[src/rtl/demux_rr_1an.sv]
// ---------------------------------------------------------------------------
// demux_rr_1an
// Parametrised 1-to-N round-robin demultiplexer for the receive path.
// Consecutive valid input words are steered to lanes 0,1,...,NUM_OUT-1 and
// the pointer then wraps. All outputs are registered (one cycle latency).
//
// Ports:
//   clk_2f     in   fast-domain clock, rising edge
//   reset      in   synchronous active-high reset
//   valid_in   in   data_in carries a word this cycle
//   data_in    in   [DATA_W]  input word
//   align      in   force the next word to lane 0
//   data_out   out  [NUM_OUT*DATA_W] lane i at [i*DATA_W +: DATA_W]
//   valid_out  out  [NUM_OUT] per-lane valid (pulse or sticky)
//   lane_sel   out  [SEL_W] lane the next word goes to
//   group_done out  pulse: last lane was written on the previous edge
//   group_cnt  out  [CNT_W] completed groups, wraps
//   align_err  out  pulse: align seen while pointer was not at lane 0
// ---------------------------------------------------------------------------
module demux_rr_1an #(
  parameter int DATA_W     = 4,
  parameter int NUM_OUT    = 2,
  parameter int HOLD_LAST  = 1,
  parameter int VALID_MODE = 1,
  parameter int CNT_W      = 8,
  localparam int SEL_W     = (NUM_OUT > 1) ? $clog2(NUM_OUT) : 1
) (
  input  logic                      clk_2f,
  input  logic                      reset,
  input  logic                      valid_in,
  input  logic [DATA_W-1:0]         data_in,
  input  logic                      align,
  output logic [NUM_OUT*DATA_W-1:0] data_out,
  output logic [NUM_OUT-1:0]        valid_out,
  output logic [SEL_W-1:0]          lane_sel,
  output logic                      group_done,
  output logic [CNT_W-1:0]          group_cnt,
  output logic                      align_err
);

  localparam logic [SEL_W-1:0] LAST_LANE = SEL_W'(NUM_OUT - 1);

  logic [SEL_W-1:0]  r_lane_sel;
  logic              r_group_done;
  logic [CNT_W-1:0]  r_group_cnt;
  logic              r_align_err;
  logic [DATA_W-1:0] r_lane_data  [NUM_OUT];
  logic              r_lane_valid [NUM_OUT];

  logic [SEL_W-1:0]  w_ptr;
  logic              w_last;

  // Effective pointer: align overrides the stored pointer for this word.
  assign w_ptr  = align ? '0 : r_lane_sel;
  assign w_last = (w_ptr == LAST_LANE);

  // Pointer, group tracking and alignment error.
  always_ff @(posedge clk_2f) begin
    if (reset) begin
      r_lane_sel   <= '0;
      r_group_done <= 1'b0;
      r_group_cnt  <= '0;
      r_align_err  <= 1'b0;
    end else begin
      // Flag realignment that breaks a partially filled group.
      r_align_err <= align && (r_lane_sel != '0);
      if (valid_in) begin
        r_lane_sel   <= w_last ? '0 : (w_ptr + SEL_W'(1));
        r_group_done <= w_last;
        if (w_last) begin
          r_group_cnt <= r_group_cnt + CNT_W'(1);
        end
      end else begin
        r_lane_sel   <= w_ptr;
        r_group_done <= 1'b0;
      end
    end
  end

  // One register slice per lane; only the lane matching w_ptr is written.
  genvar gi;
  generate
    for (gi = 0; gi < NUM_OUT; gi++) begin : g_lane
      logic w_wr;
      assign w_wr = valid_in && (w_ptr == SEL_W'(gi));

      always_ff @(posedge clk_2f) begin
        if (reset) begin
          r_lane_data[gi]  <= '0;
          r_lane_valid[gi] <= 1'b0;
        end else if (w_wr) begin
          r_lane_data[gi]  <= data_in;
          r_lane_valid[gi] <= 1'b1;
        end else begin
          r_lane_data[gi]  <= (HOLD_LAST != 0) ? r_lane_data[gi] : '0;
          r_lane_valid[gi] <= (VALID_MODE != 0) ? r_lane_valid[gi] : 1'b0;
        end
      end

      assign data_out[gi*DATA_W +: DATA_W] = r_lane_data[gi];
      assign valid_out[gi]                 = r_lane_valid[gi];
    end
  endgenerate

  assign lane_sel   = r_lane_sel;
  assign group_done = r_group_done;
  assign group_cnt  = r_group_cnt;
  assign align_err  = r_align_err;

endmodule

[config.mk]
export PLATFORM = sky130hd
export DESIGN_NAME = demux_rr_1an
export DESIGN_NICKNAME = d
export VERILOG_FILES = /design/src/rtl/demux_rr_1an.sv
export SDC_FILE = /design/constraint.sdc
export NUM_CORES = 1
export LEC_CHECK = 0
export BUFFER_PORTS_ARGS = -buffer_cell sky130_fd_sc_hd__buf_2
export CAP_MARGIN = 20
export CORE_MARGIN = 5
export CORE_UTILIZATION = 25
export DETAILED_ROUTE_END_ITERATION = 12
export PLACE_DENSITY = 0.44
export SLEW_MARGIN = 20
export SYNTH_ARGS = -nofsm -noshare
export SYNTH_HDL_FRONTEND = slang
export SYNTH_SLANG_ARGS = --single-unit
[constraint.sdc]
create_clock -name clk_2f -period 1.55 [get_ports clk_2f]
set_input_delay 0.155 -clock clk_2f [delete_from_list [all_inputs] [get_ports clk_2f]]
set_output_delay 0.155 -clock clk_2f [all_outputs]
set_load 0.005 [all_outputs]
==> summary.txt <==
Critical path
  • Critical R2R Capture: group_cnt[7]
  • Worst Setup End Kind: flop
  • Reg2Reg Setup Slack: 120 ps
  • Crit-path max FO: 5
  • R2R depth: 6
  • Startpoint Class: flop
  • Worst path required time: 1780 ps
  • RR Startpoint: lane_sel
  • CP arrival: 1660 ps
  • CP Launch Point: lane_sel
  • CP Class: flop to flop
  • Critical Path End: group_cnt[7]

Global routing
  • Total GRT Usage: 7.429%
  • GR Overflow Total: 0
  • Largest net degree at the start of global routing: 18
  • Initial antenna violation count: 0
  • Vias in the first global route: 568
  • Global-route wire length before repair: 2566 um

Synthesis
  • EDFF count, synth: 10
  • Syn Nets: 82
  • Cell Area, Synth: 850.8 um^2
  • Distinct cells, synth: 23
  • Flops & latches, synth: 21
  • Synth top area share: 35.29%
  • Avg Cell Area, Syn: 11.98 um^2
  • Sequential area share after synthesis: 61.18%
  • Area contributors post-synth: edfxtp_1 (35%), dfxtp_1 (26%), ha_1 (4.4%), nor2b_1 (3.7%), xor2_1 (3.1%)
  • Most frequent cell after synthesis: dfxtp_1
  • Top cell type by total area after synthesis: edfxtp_1
  • Gate Count Post-Synth: 71
  • Commonest cells in the netlist: dfxtp_1 (11), edfxtp_1 (10), nor2_1 (6)
  • Synth async-reset ratio: 0%
  • Ys Warns: 0
  • Post-synth top flop: dfxtp_1

Cells and area
  • Syn-to-layout area delta: 24.85%
  • Layout cells sized above 1: 36.63%
  • Reg area: 520.5 um^2
  • Multi-input gate area: 295.3 um^2
  • Layout Nets: 113
  • Ant diodes: 0
  • Fill cells: 361

Floorplanning
  • Row Count: 21
  • Chip width: 68.34 um
  • I/O pin count: 29
  • Die Span Y: 68.34 um
  • CORE AREA: 3311 um^2
  • Initial Util: 25.70%
  • DIE AREA: 4670 um^2

Job
  • Max Cap Viol: 0

Timing
  • Final setup viols: 0
  • Slew Limit Fails: 0
  • Post-route setup TNS: 0 ps
  • Fin. Hold Viols: 0
  • Final Critical Period: 1432 ps
  • Worst Clk Skew: 3.584 ps
  • Max Fclk: 0.6981 GHz
  • Max-slew headroom: 79.57%
  • Post-route setup slack: 117.6 ps
  • Worst Tran Pin Value: 306.4 ps
  • Tcrit/Tclk final: 92.41%

Clock network
  • Num Clock Sinks: 21
  • Clock Latency Late Sink: 290 ps
  • Maximum number of buffers from clock root to sink: 2
  • H-tree depth: 1
  • Clock Tree Root: clkbuf_4
  • CTS tree: yes
  • CTS buffer count: 3
  • Number of post-CTS setup repair buffers: 0
  • Clock transition at the registers of the reported paths: 110 ps

Route
  • Antenna-violating nets left: 0
  • Iteration-0 DRC Markers: 13
  • DRT Pass-1 Iters: 4
  • Via density: 3.993
  • Drt wl/cell: 11.17 um
  • # DRC: 0
  • Via count: 587
  • Final wirelength: 1642 um

Placement
  • DP HPWL: 1220 um
  • Gpl congestion: 0.6854
  • Setup slack after placement: 94.72 ps
  • PortBufs: 28

Power and ir drop
  • Leakage: 0.4803 nW
  • VDD IR max: 302.9 uV
  • PwrDens: 893.6 nW/um^2

Run status
  • Status: finished clean

Min path
  • HP Class: input port to flop
  • Worst min-delay path startpoint: align
==> repair_timing <==
item,in CTS,in global routing
resized for setup,0,1
hold buffers,0,0
setup endpoints to repair,0,1
==> critical path, cell delays in order, from the launching register on <==
cell	delay, ps
dfxtp_1	360
nand2b_1	80
inv_1	80
ha_2	230
nand4_4	130
or3_1	370
a21oi_1	140
==> cell type report <==
type,count,area share [%]
inverter,2,0.7067
clock buffer,4,2.473
multi-input combinational,44,27.80
sequential,21,49.00
timing repair buffer,30,14.61
tap,46,5.418
==> cells in the final DEF (no fill, tap or decap), drive strengths merged <==
cell type	netlist	routed
and3	2	2
dfxtp	11	11
mux2i	1	1
edfxtp	10	10
inv	2	2
nand3	2	2
nand2	2	2
nor2	6	6
o21ai	3	3
xor2	3	3
and2	4	4
nor2b	5	5
ha	3	3
clkbuf	1	4
a21oi	3	3
nand2b	1	1
nand4	3	3
buf	3	30
xnor2	1	1
or2	2	2
or3	3	3
==> through the flow <==
stage          instances  instance area, um^2  util, %  power, mW  hold slack [ps]
2_1_floorplan         71                850.8        -     0.6683            307.5
3_3_place_gp         143                 1033    31.22     0.7076            405.4
3_5_place_dp         143                 1033    31.22     0.7082            398.6
4_1_cts              147                 1060    32.01     0.9718            78.77
5_1_grt              147                 1062    32.09      1.008            100.2
6_report             147                 1062    32.09     0.9492            95.21
==> logic make-up (layout without fill, tap and decap cells) <==
family / Yosys count / after routing / share of synthesized area (%)
compound gates: 6 / 6 / 3.528
xor+xnor: 4 / 4 / 4.118
fa+ha+maj: 3 / 3 / 4.412
buf+inv: 6 / 36 / 4.411
flops: 21 / 21 / 61.18
mux: 1 / 1 / 1.177
simple gates: 30 / 30 / 21.18
==> sequential cells by signal, indices dropped and copies added, names as in the netlist <==
register / cells
group_cnt: 8
r_lane_data: 8
r_lane_valid: 2
align_err: 1
group_done: 1
lane_sel: 1
==> routing by layer <==
layer  up-vias  GRT usage [%]  part of all wire, %
met5         -              0                    0
met2        21          11.43                   42
met4         0          2.978                 0.79
met3         2          2.463                  8.0
li1        303              -                    -
met1       261          9.519                   49
==> worst min-delay path by stage <==
stage	endpoint	slack [ps]	cells after the start
after floorplan	align_err	310	1
after global placement	align_err	410	2
after detailed placement	align_err	400	2
after CTS	align_err	80	2
after global routing	align_err	100	2
final	align_err	100	2
==> report_power, final <==
part / total, mW / switching [mW] / internal, mW
clock network: 0.257 / 0.157 / 0.100
logic: 0.0797 / 0.0416 / 0.0381
registers: 0.613 / 0.00601 / 0.607
No activity file was read; power rests on OpenSTA's default activity.
